--- src/rtl/aes_block_padder.sv ---
// Packs a 32-bit byte stream into 128-bit AES blocks and appends PKCS#7 padding.
// A message of len bytes yields ceil((len+1)/16) blocks; len mod 16 = 0 adds a full pad block.
module aes_block_padder #(
  parameter int unsigned LEN_WIDTH = 16
) (
  input  logic                 clk_i,
  input  logic                 rst_i,
  input  logic                 clear_i,
  input  logic                 enable_i,
  input  logic                 start_i,
  input  logic [LEN_WIDTH-1:0] len_i,
  input  logic                 valid_i,
  output logic                 ready_o,
  input  logic [31:0]          data_i,
  output logic                 valid_o,
  input  logic                 ready_i,
  output logic [127:0]         block_o,
  output logic                 busy_o,
  output logic                 done_o,
  output logic [LEN_WIDTH-4:0] blk_cnt_o
);

  localparam int unsigned CntW = LEN_WIDTH - 3;

  typedef enum logic [1:0] {
    StIdle,
    StFill,
    StEmit,
    StPad
  } state_e;

  state_e               state_q;
  logic [LEN_WIDTH-1:0] rem_q;
  logic [1:0]           word_idx_q;
  logic [7:0]           pad_q;
  logic [127:0]         block_q;
  logic [CntW-1:0]      blk_cnt_q;
  logic                 done_q;

  logic [2:0]  take;
  logic        last_word;
  logic [7:0]  start_pad;
  logic [31:0] word_merged;
  logic        word_fire;
  logic        blk_fire;

  // Bytes this word contributes to the message; never more than what remains.
  assign take      = (rem_q >= LEN_WIDTH'(4)) ? 3'd4 : rem_q[2:0];
  assign last_word = (rem_q <= LEN_WIDTH'(4));
  assign start_pad = 8'd16 - {4'd0, len_i[3:0]};

  assign ready_o   = enable_i && (state_q == StFill);
  assign valid_o   = enable_i && ((state_q == StEmit) || (state_q == StPad));
  assign word_fire = valid_i && ready_o;
  assign blk_fire  = valid_o && ready_i;

  // Bytes past the message end are replaced by the pad byte.
  always_comb begin
    word_merged = '0;
    for (int j = 0; j < 4; j++) begin
      word_merged[8*j +: 8] = (3'(j) < take) ? data_i[8*j +: 8] : pad_q;
    end
  end

  always_ff @(posedge clk_i) begin
    if (rst_i || clear_i) begin
      state_q    <= StIdle;
      rem_q      <= '0;
      word_idx_q <= '0;
      pad_q      <= '0;
      block_q    <= '0;
      blk_cnt_q  <= '0;
      done_q     <= 1'b0;
    end else begin
      done_q <= 1'b0;
      if (enable_i) begin
        unique case (state_q)
          StIdle: begin
            if (start_i) begin
              blk_cnt_q  <= '0;
              rem_q      <= len_i;
              pad_q      <= start_pad;
              word_idx_q <= '0;
              if (len_i == '0) begin
                state_q <= StPad;
                block_q <= {16{8'h10}};
              end else begin
                state_q <= StFill;
                // Pre-fill with pad so words never received are already padded.
                block_q <= {16{start_pad}};
              end
            end
          end
          StFill: begin
            if (word_fire) begin
              rem_q <= rem_q - LEN_WIDTH'(take);
              for (int k = 0; k < 4; k++) begin
                if (word_idx_q == 2'(k)) begin
                  block_q[32*k +: 32] <= word_merged;
                end
              end
              if ((word_idx_q == 2'd3) || last_word) begin
                state_q    <= StEmit;
                word_idx_q <= 2'd0;
              end else begin
                word_idx_q <= word_idx_q + 2'd1;
              end
            end
          end
          StEmit: begin
            if (blk_fire) begin
              blk_cnt_q <= blk_cnt_q + CntW'(1);
              if (rem_q != '0) begin
                state_q <= StFill;
                block_q <= {16{pad_q}};
              end else if (pad_q == 8'd16) begin
                state_q <= StPad;
                block_q <= {16{8'h10}};
              end else begin
                state_q <= StIdle;
                done_q  <= 1'b1;
              end
            end
          end
          StPad: begin
            if (blk_fire) begin
              blk_cnt_q <= blk_cnt_q + CntW'(1);
              state_q   <= StIdle;
              done_q    <= 1'b1;
            end
          end
          default: state_q <= StIdle;
        endcase
      end
    end
  end

  assign block_o   = block_q;
  assign busy_o    = (state_q != StIdle);
  assign done_o    = done_q;
  assign blk_cnt_o = blk_cnt_q;

endmodule

--- config.mk ---
export PLATFORM = sky130hd
export DESIGN_NAME = aes_block_padder
export DESIGN_NICKNAME = d
export VERILOG_FILES = /design/src/rtl/aes_block_padder.sv
export SDC_FILE = /design/constraint.sdc
export NUM_CORES = 1
export LEC_CHECK = 0
export CORE_ASPECT_RATIO = 0.8
export CORE_MARGIN = 10
export CORE_UTILIZATION = 48
export DETAILED_ROUTE_END_ITERATION = 10
export PLACE_DENSITY = 0.86
export SYNTH_ARGS = -nofsm -noshare
export SYNTH_HDL_FRONTEND = slang
export SYNTH_SLANG_ARGS = --single-unit
--- constraint.sdc ---
create_clock -name clk_i -period 2.8 [get_ports clk_i]
set_clock_uncertainty 0.1 [all_clocks]
set_input_delay 0.56 -clock clk_i [delete_from_list [all_inputs] [get_ports clk_i]]
set_output_delay 0.56 -clock clk_i [all_outputs]
set_load 0.02 [all_outputs]
==> results of run 1 <==
==> worst max-delay path by stage <==
stage	end	slack (ns)	cells after the start
floorplan	block_o[8]	0.28	11
global placement	block_o[113]	0.14	8
global route	block_o[73]	0.05	8
detailed placement	block_o[73]	0.06	9
CTS	valid_o	0.09	6
finish	block_o[2]	0.15	6
==> repair_timing <==
item                       in CTS  in global routing
resized for setup               0                  4
hold buffers                    0                  0
setup endpoints to repair       0                  8
setup buffers                   0                  0
==> state kept, by name, indices dropped and copies added (netlist names) <==
register	count
done_o	1
state_q	2
blk_cnt_o	13
rem_q	16
pad_q	5
block_o	128
word_idx_q	2
==> kinds of logic (layout without fill, tap and decap cells) <==
| logic type | count (synthesis) | in the layout | share of synthesized area |
|---|---|---|---|
| compound gates | 395 | 395 | 0.322 |
| simple gates | 224 | 224 | 0.151 |
| flops | 167 | 167 | 0.430 |
| buf+inv | 107 | 321 | 0.0575 |
| xor+xnor | 13 | 13 | 0.0146 |
| fa+ha+maj | 11 | 11 | 0.0177 |
| mux | 6 | 6 | 0.00788 |
| other cells | 1 | 1 | 0.000482 |
==> metal layers <==
| layer | share of wire | wire (µm) |
|---|---|---|
| met2 | 0.46 | 13100 |
| met4 | 0.025 | 723 |
| met3 | 0.12 | 3470 |
| met1 | 0.40 | 11400 |
| met5 | 0 | 0 |
==> cells in the mapped netlist, drive strengths merged (3+ instances only) <==
cell type | count | area share
buf | 24 | 0.017
nor2 | 43 | 0.021
inv | 20 | 0.0096
nand4 | 4 | 0.0032
mux2i | 5 | 0.0064
or4 | 5 | 0.0048
nor3 | 19 | 0.016
nor2b | 4 | 0.0032
nand2b | 7 | 0.0056
and2 | 6 | 0.0048
dfxtp | 167 | 0.43
clkbuf | 63 | 0.031
and3 | 6 | 0.0048
ha | 11 | 0.018
a311oi | 66 | 0.075
nor4 | 13 | 0.013
nand3 | 67 | 0.043
o2111ai | 4 | 0.0045
o211ai | 6 | 0.0058
a211oi | 15 | 0.014
o31ai | 4 | 0.0039
a21oi | 170 | 0.11
nand2 | 33 | 0.016
a31oi | 7 | 0.0056
nor3b | 4 | 0.0039
or2 | 3 | 0.0024
o21ai | 82 | 0.055
o22ai | 8 | 0.0064
or3 | 5 | 0.0040
xnor2 | 11 | 0.012
o211a | 9 | 0.012
==> stage by stage <==
stage                     setup WS, ns  instance area [µm²]  total power (W)  hold WS, ns  utilization
after global routing            0.0457                10900          0.00605        0.394        0.691
after CTS                       0.0898                10900          0.00585        0.371        0.690
after detailed placement        0.0558                10300          0.00348        0.358        0.652
final                            0.152                10900          0.00586        0.372        0.691
after global placement           0.139                10300          0.00347        0.357        0.652
after floorplan                  0.283                 7780          0.00304        0.358            -
==> power by group through the flow <==
stage               logic [W]  clock network (W)  registers [W]
floorplan            0.000473                  0        0.00257
global placement     0.000946                  0        0.00252
detailed placement   0.000958                  0        0.00253
CTS                  0.000967            0.00241        0.00247
global route          0.00105            0.00252        0.00248
finish               0.000989            0.00240        0.00247
==> area by class of cell <==
type	instances	share of cell area
clock buffer	19	0.0405
clock inverter	13	0.0144
inverter	20	0.00686
multi-input combinational	650	0.368
sequential	167	0.305
tap	215	0.0246
timing repair buffer	269	0.240
==> tightest hold or removal path: cells and delay by family (launching register included) <==
family | cells | cell delay [ns]
DFF | 1 | 0.31
and+or+nand+nor | 1 | 0.05
AOI/OAI and AO/OA | 1 | 0.06
==> metrics.txt, run 1 <==
run status=finished clean; Switching Power=0.00167 W; Hold Path Stages=2; DRT Wirelength=28700 µm; most common cell after layout, fill and taps aside=clkdlybuf4s50_1; total inserted antenna cells=0; number of distinct library cells after synthesis=66; terminus of the critical flop-to-flop path=block_o[2]; clock slew at the register clock pins of the worst setup and hold paths=0.07 ns; Syn Std Cell Area=7780 µm²; Critical Path AT=2.89 ns; hold endpoint=block_o[60]; Worst path most repeated cell=a21oi_1; switching share of total power=0.284; slack of the worst reg-to-reg path=0.15 ns; Final Hold Viols=0; combinational fraction of design power=0.169; cell with the largest stage delay on the worst path=a21oi_1; post-synthesis instance total=924; critical path data required time=3.04 ns; family with the most delay on the worst path=compound AO/OA/AOI/OAI gates; CTS root buf=clkbuf_16; type of the worst min-delay path=reg2reg; Peak VDD IR=447 µV; initial antenna violation count=0; path depth of the worst reg2reg path=6; Via-to-Cell Ratio=6.36; number of port buffers=199; GPL Wtd Cong=0.946; cell-internal power=0.00420 W; number of iterations in the first detailed-routing pass=5; DRC violations left=0; async set-reset flop share out of synthesis=0; worst-case clock buffer depth=2; Post-Synthesis Net Count=990; clock sink count=167; buffers plus inverters on the worst setup path=1; CP Launch Type=flip-flop; vias in the first global route=8197; Largest stage delay, worst path=0.62 ns; power per unit of standard cell area=535 nW/µm²; headroom to the max-slew limit=0.475; via count=8599; commonest non-fill, non-tap cells in the layout=198 x clkdlybuf4s50_1, 168 x a21oi_1, 167 x dfxtp_1; I/O Pins=200; highest attainable clock frequency=378 MHz; number of clock buffers inserted by TritonCTS=17; Min-Delay Startpoint=block_o[60]; Syn Area/Cell=8.42 µm²; sequence of cells on the critical path=inv_1, ha_1, nand2_1, a21oi_1, a21oi_1, a311oi_1; sequential share of the synthesized area=0.430; slew at the pin closest to its max-slew limit=0.783 ns; Non-Filler Instances=1353; core footprint=15900 µm²; leakage power of the design=3.72 nW; largest net degree at the start of global routing=57; die width=162 µm; category of the worst setup path capture point=flip-flop; top_reg_cell synth=dfxtp_1; RSZ-0062 raised after global routing=false; CTS tree=yes; startpoint of the worst-slack reg-to-reg timing path=state_q[1]; # fillers=1237; Nets=1191; global-route track usage on met3=0.0768; area taken by multi-input logic gates=4030 µm²; register cell area after layout=3340 µm²; Synth warnings=0; number of DRC markers in iteration 0=1078; Post-synth EDFFs=0; met2 usage=0.391; row count=41; global-route wire length before repair=44200 µm; Final Cycle Share=0.946; die span in y=134 µm; Global Route Usage Sum=0.249; CP Launch Point=state_q[1]; drt wl/cell=21.2 µm; Max Transition Viols Final=0; die area=21700 µm²; critical path type=reg2reg; layout cells sized above 1=0.110; GRT Residual Overflow=0; Skew-Pair Late Insertion Delay=0.43 ns; antenna-violating nets left=0; fraction of power consumed by the clock network=0.409; starting utilization of the core area=0.491; sequential share of power=0.422; number of register bits inferred by synthesis=167; Detailed Place HPWL=20400 µm; met1 demand-to-capacity share in global routing=0.315; H-tree Lvls=4; most used routing layer=met2; final sum of negative setup slack=0 ns; count of endpoints failing setup in the final report=0; number of placed instances, taps included=1321; maxcap violations=0; area grow syn2layout=40.7%; shortest period the worst path allows=2.65 ns; worst-path maximum fanout=12
(Power assumes the default switching activity.)
==> inputs of run 2 (changes only) <==
==> constraint.sdc (replaced) <==
create_clock -name clk_i -period 2.46 [get_ports clk_i]
set_clock_uncertainty 0.1 [all_clocks]
set_input_delay 0.492 -clock clk_i [delete_from_list [all_inputs] [get_ports clk_i]]
set_output_delay 0.492 -clock clk_i [all_outputs]
set_load 0.02 [all_outputs]
==> metrics.txt, run 2 (same netlist as run 1, synthesis figures left out) <==
Peak VDD IR=500 µV; Detailed Place HPWL=20900 µm; starting utilization of the core area=0.491; worst slack on hold paths=0.370 ns; DRC violations left=0; die span in y=134 µm; leakage power of the design=4.04 nW; vias in the first global route=8188; most common cell after layout, fill and taps aside=clkdlybuf4s50_1; die width=162 µm; I/O Pins=200; slack of the worst reg-to-reg path=-0.006 ns; H-tree Lvls=4; Final Cycle Share=1.00; GRT Residual Overflow=0; type of the worst min-delay path=reg2reg; shortest period the worst path allows=2.47 ns; hold endpoint=block_o[20]; initial antenna violation count=0; CP Launch Type=flip-flop; number of flip-flops in the largest register=128; critical path data required time=2.70 ns; CTS hold repair buffers=0; DRT Wirelength=29400 µm; die area=21700 µm²; drt wl/cell=20.9 µm; Global Route Usage Sum=0.254; Hold Path Stages=2; Critical Path AT=2.70 ns; terminus of the critical flop-to-flop path=block_o[1]; critical path type=reg2reg; CTS tree=yes; Nets=1246; RSZ-0062 raised after global routing=true; startpoint of the worst-slack reg-to-reg timing path=rem_q[6]; number of port buffers=199; commonest non-fill, non-tap cells in the layout=196 x clkdlybuf4s50_1, 166 x dfxtp_1, 164 x a21oi_1; number of iterations in the first detailed-routing pass=7; Min-Delay Startpoint=block_o[20]; path depth of the worst reg2reg path=7; run status=finished, violations left; headroom to the max-slew limit=0.502; antenna-violating nets left=0; clock slew at the register clock pins of the worst setup and hold paths=0.07 ns; power per unit of standard cell area=595 nW/µm²; number of DRC markers in iteration 0=858; utilization after layout=0.734; violated checks=negative setup slack; number of clock buffers inserted by TritonCTS=17; worst-path maximum fanout=8; highest attainable clock frequency=405 MHz; via count=8771; Final Hold Viols=0; PnR Total Power=0.00692 W; GPL Wtd Cong=0.992; area grow syn2layout=49.5%; count of endpoints failing setup in the final report=1; CTS root buf=clkbuf_16; Via-to-Cell Ratio=6.23; worst-case clock buffer depth=2; Max Transition Viols Final=0; Skew-Pair Late Insertion Delay=0.44 ns; maxcap violations=0; clock sink count=167; row count=41; largest net degree at the start of global routing=73; global-route wire length before repair=45000 µm; Post-Place Setup Slack=-0.300 ns; final sum of negative setup slack=-0.00649 ns; setup ws final=-0.00649 ns; core footprint=15900 µm²; layout cells sized above 1=0.180; category of the worst setup path capture point=flip-flop; slew at the pin closest to its max-slew limit=0.743 ns; total inserted antenna cells=0
==> run 2: cell types whose count changed in the layout (fill, tap and decap cells not counted), moves of 5 or more <==
cell / previous run / this run
a211oi_1: 15 / 10
a211oi_2: 0 / 5
a311oi_1: 64 / 56
a311oi_2: 1 / 9
buf_12: 9 / 16
buf_4: 61 / 107
o21ai_1: 8 / 3
==> run 2: how the worst max path moves through the flow <==
stage	startpoint	to	slack [ns]
after floorplan	state_q[0]	block_o[41]	-0.03
after global placement	len_i[0]	block_o[20]	-0.20
after detailed placement	len_i[0]	block_o[105]	-0.30
after CTS	rem_q[6]	block_o[66]	-0.01
after global routing	rem_q[6]	block_o[1]	-0.07
final	rem_q[6]	block_o[1]	-0.006
==> run 2: cell type report <==
| class | instances | area, µm² |
|---|---|---|
| Sequential cell | 167 | 3340 |
| Fill cell | 1109 | 4210 |
| Timing Repair Buffer | 324 | 3130 |
| Tap cell | 215 | 269 |
| Multi-Input combinational cell | 650 | 4200 |
| Clock buffer | 17 | 425 |
| Inverter | 20 | 75.1 |
| Clock inverter | 15 | 191 |
==> run 2: timing repair <==
item                                    in CTS  in global routing
gates resized for setup                     16                 31
endpoints found under the setup margin      37                110
buffers inserted                             0                  3
pin swaps                                    3                  5
==> run 2: layer usage <==
layer | track usage | vias up | part of all wire
li1 | - | 4017 | -
met1 | 0.326 | 4150 | 0.40
met2 | 0.386 | 542 | 0.46
met3 | 0.0914 | 62 | 0.12
met4 | 0.0878 | 0 | 0.024
met5 | 0 | - | 0
==> run 2: critical path: stages, from the launching register on <==
cell      delay (ns)
dfxtp_1         0.32
or4_4           0.57
or4_4           0.44
buf_6           0.17
nor3_4          0.22
buf_12          0.15
o21ai_4         0.09
a311oi_2        0.30
==> run 2: report_power, final <==
group / switching (W) / leakage (nW) / total (W) / internal [W]
Clock: 0.00122 / 0.296 / 0.00285 / 0.00162
Sequential: 0.0000425 / 1.35 / 0.00281 / 0.00277
Combinational: 0.000726 / 2.39 / 0.00127 / 0.000543
Total: 0.00199 / 4.04 / 0.00692 / 0.00493
==> run 2: through the flow <==
stage,area (µm²),instances
2_1_floorplan,7780,924
3_3_place_gp,10800,1373
3_5_place_dp,10800,1373
4_1_cts,11500,1405
5_1_grt,11600,1408
6_report,11600,1408
==> inputs of run 3 (changes only) <==
--- a/config.mk
+++ b/config.mk
@@ -8,8 +8,10 @@
 export CORE_ASPECT_RATIO = 0.8
 export CORE_MARGIN = 10
 export CORE_UTILIZATION = 48
+export CTS_BUF_LIST = sky130_fd_sc_hd__clkbuf_8
 export DETAILED_ROUTE_END_ITERATION = 10
-export PLACE_DENSITY = 0.86
+export DONT_BUFFER_PORTS = 1
+export PLACE_DENSITY = 0.7
 export SYNTH_ARGS = -nofsm -noshare
 export SYNTH_HDL_FRONTEND = slang
 export SYNTH_SLANG_ARGS = --single-unit
==> metrics.txt, run 3 (same netlist as run 1, synthesis figures left out) <==
most common cell after layout, fill and taps aside=dfxtp_1; CTS hold repair buffers=0; via count=7744; sequence of cells on the critical path=or4_4, or4_4, buf_12, nor3_4, buf_6, o21ai_4, a311oi_1; Min-Delay Startpoint=len_i[15]; DRT Wirelength=28000 µm; H-tree Lvls=4; startpoint of the worst-slack reg-to-reg timing path=rem_q[6]; largest net degree at the start of global routing=36; Skew-Pair Late Insertion Delay=0.45 ns; terminus of the critical flop-to-flop path=block_o[98]; power per unit of standard cell area=656 nW/µm²; clock sink count=167; highest attainable clock frequency=397 MHz; clock slew at the register clock pins of the worst setup and hold paths=0.10 ns; slack of the worst reg-to-reg path=-0.06 ns; die area=21700 µm²; number of iterations in the first detailed-routing pass=6; buffers plus inverters on the worst setup path=2; Via-to-Cell Ratio=6.55; violated checks=negative setup slack; DRC violations left=0; number of port buffers=0; # fillers=1441; path depth of the worst reg2reg path=7; CTS tree=yes; antenna-violating nets left=0; setup ws final=-0.0574 ns; count of endpoints failing setup in the final report=8; initial antenna violation count=0; Global Route Usage Sum=0.244; vias in the first global route=7203; die width=162 µm; die span in y=134 µm; total inserted antenna cells=0; CP Launch Type=flip-flop; layout cells sized above 1=0.199; Detailed Place HPWL=19600 µm; number of clock buffers inserted by TritonCTS=17; number of flip-flops in the largest register=128; hold endpoint=rem_q[15]; cell with the largest stage delay on the worst path=or4_4; GPL Wtd Cong=0.947; run status=finished, violations left; GRT Residual Overflow=0; slew at the pin closest to its max-slew limit=0.715 ns; Final Hold Viols=0; number of DRC markers in iteration 0=965; critical path data required time=2.72 ns; worst-path maximum fanout=5; Worst path most repeated cell=or4_4; type of the worst min-delay path=in2reg; commonest non-fill, non-tap cells in the layout=166 x dfxtp_1, 163 x a21oi_1, 83 x buf_4; Hold Path Stages=2; Peak VDD IR=363 µV; I/O Pins=200; critical path type=reg2reg; Nets=1020; Largest stage delay, worst path=0.54 ns; family with the most delay on the worst path=simple AND/OR/NAND/NOR gates; global-route wire length before repair=42600 µm; Critical Path AT=2.78 ns; worst-case clock buffer depth=2; Final Cycle Share=1.02; PnR Total Power=0.00607 W; maxcap violations=0; shortest period the worst path allows=2.52 ns; Max Transition Viols Final=0; drt wl/cell=23.7 µm; core footprint=15900 µm²; CTS root buf=clkbuf_8; area grow syn2layout=18.9%; worst slack on hold paths=0.0707 ns; leakage power of the design=3.11 nW; row count=41; category of the worst setup path capture point=flip-flop; headroom to the max-slew limit=0.521; RSZ-0062 raised after global routing=true; starting utilization of the core area=0.491
run 3: changes by cell type in the layout (fill, tap and decap cells not counted), moves of 3 or more:
cell             change
clkdlybuf4s50_1    -196
clkbuf_8            +17
a311oi_1             -3
clkinv_4             +3
buf_4               -24
a311oi_2             +3
clkbuf_16           -15
buf_6                +3
buf_12               -8
nor4_2               +3
run 3: power by group:
part	internal (W)	switching, W	total [W]	leakage, nW
combinational	0.000363	0.000606	0.000969	1.53
clock	0.00113	0.00109	0.00223	0.225
sequential	0.00276	0.000115	0.00288	1.35
run 3: how the worst max path moves through the flow:
stage,from,end,slack (ns),depth (start not counted)
finish,rem_q[6],block_o[98],-0.06,7
CTS,rem_q[6],block_o[1],-0.005,6
floorplan,state_q[0],block_o[41],-0.03,11
global placement,rem_q[6],block_o[1],0.04,6
detailed placement,rem_q[6],block_o[3],0.01,6
global route,rem_q[6],block_o[65],-0.11,7
run 3: layout make-up:
cell class / count / area [µm²] / area share
clock buffer: 17 / 234 / 0.0253
clock inverter: 15 / 216 / 0.0234
inverter: 20 / 75.1 / 0.00811
multi-input combinational: 650 / 4230 / 0.457
sequential: 167 / 3340 / 0.361
tap: 215 / 269 / 0.0291
timing repair buffer: 98 / 890 / 0.0961
run 3: worst reg2reg max path: stages, from the launching register on:
cell and delay, ns:
dfxtp_2 0.33, or4_4 0.54, or4_4 0.48, buf_12 0.17
nor3_4 0.33, buf_6 0.16, o21ai_4 0.07, a311oi_1 0.26
run 3: metal layers:
layer  GRT usage  vias up  routed length (µm)
li1            -     3559                   -
met1       0.312     3698               11200
met2       0.358      438               12200
met3       0.108       49                3930
met4      0.0817        0                 661
met5           0        -                   0
run 3: stage by stage:
stage / instance area [µm²] / worst slack [ns] / util / std cells / setup TNS [ns]
after floorplan: 7780 / -0.0341 / - / 924 / -1.58
final: 9260 / -0.0574 / 0.584 / 1182 / -0.192
after global routing: 9260 / -0.111 / 0.584 / 1182 / -0.987
after global placement: 8460 / 0.0392 / 0.534 / 1140 / 0
after detailed placement: 8460 / 0.0149 / 0.534 / 1140 / 0
after CTS: 8910 / -0.00451 / 0.562 / 1172 / -0.00514
run 3: timing repair:
action | CTS | global route
pin swaps | 2 | 12
gates cloned | 0 | 2
gates resized for setup | 0 | 53
buffers inserted | 0 | 8
setup endpoints to repair | 4 | 116
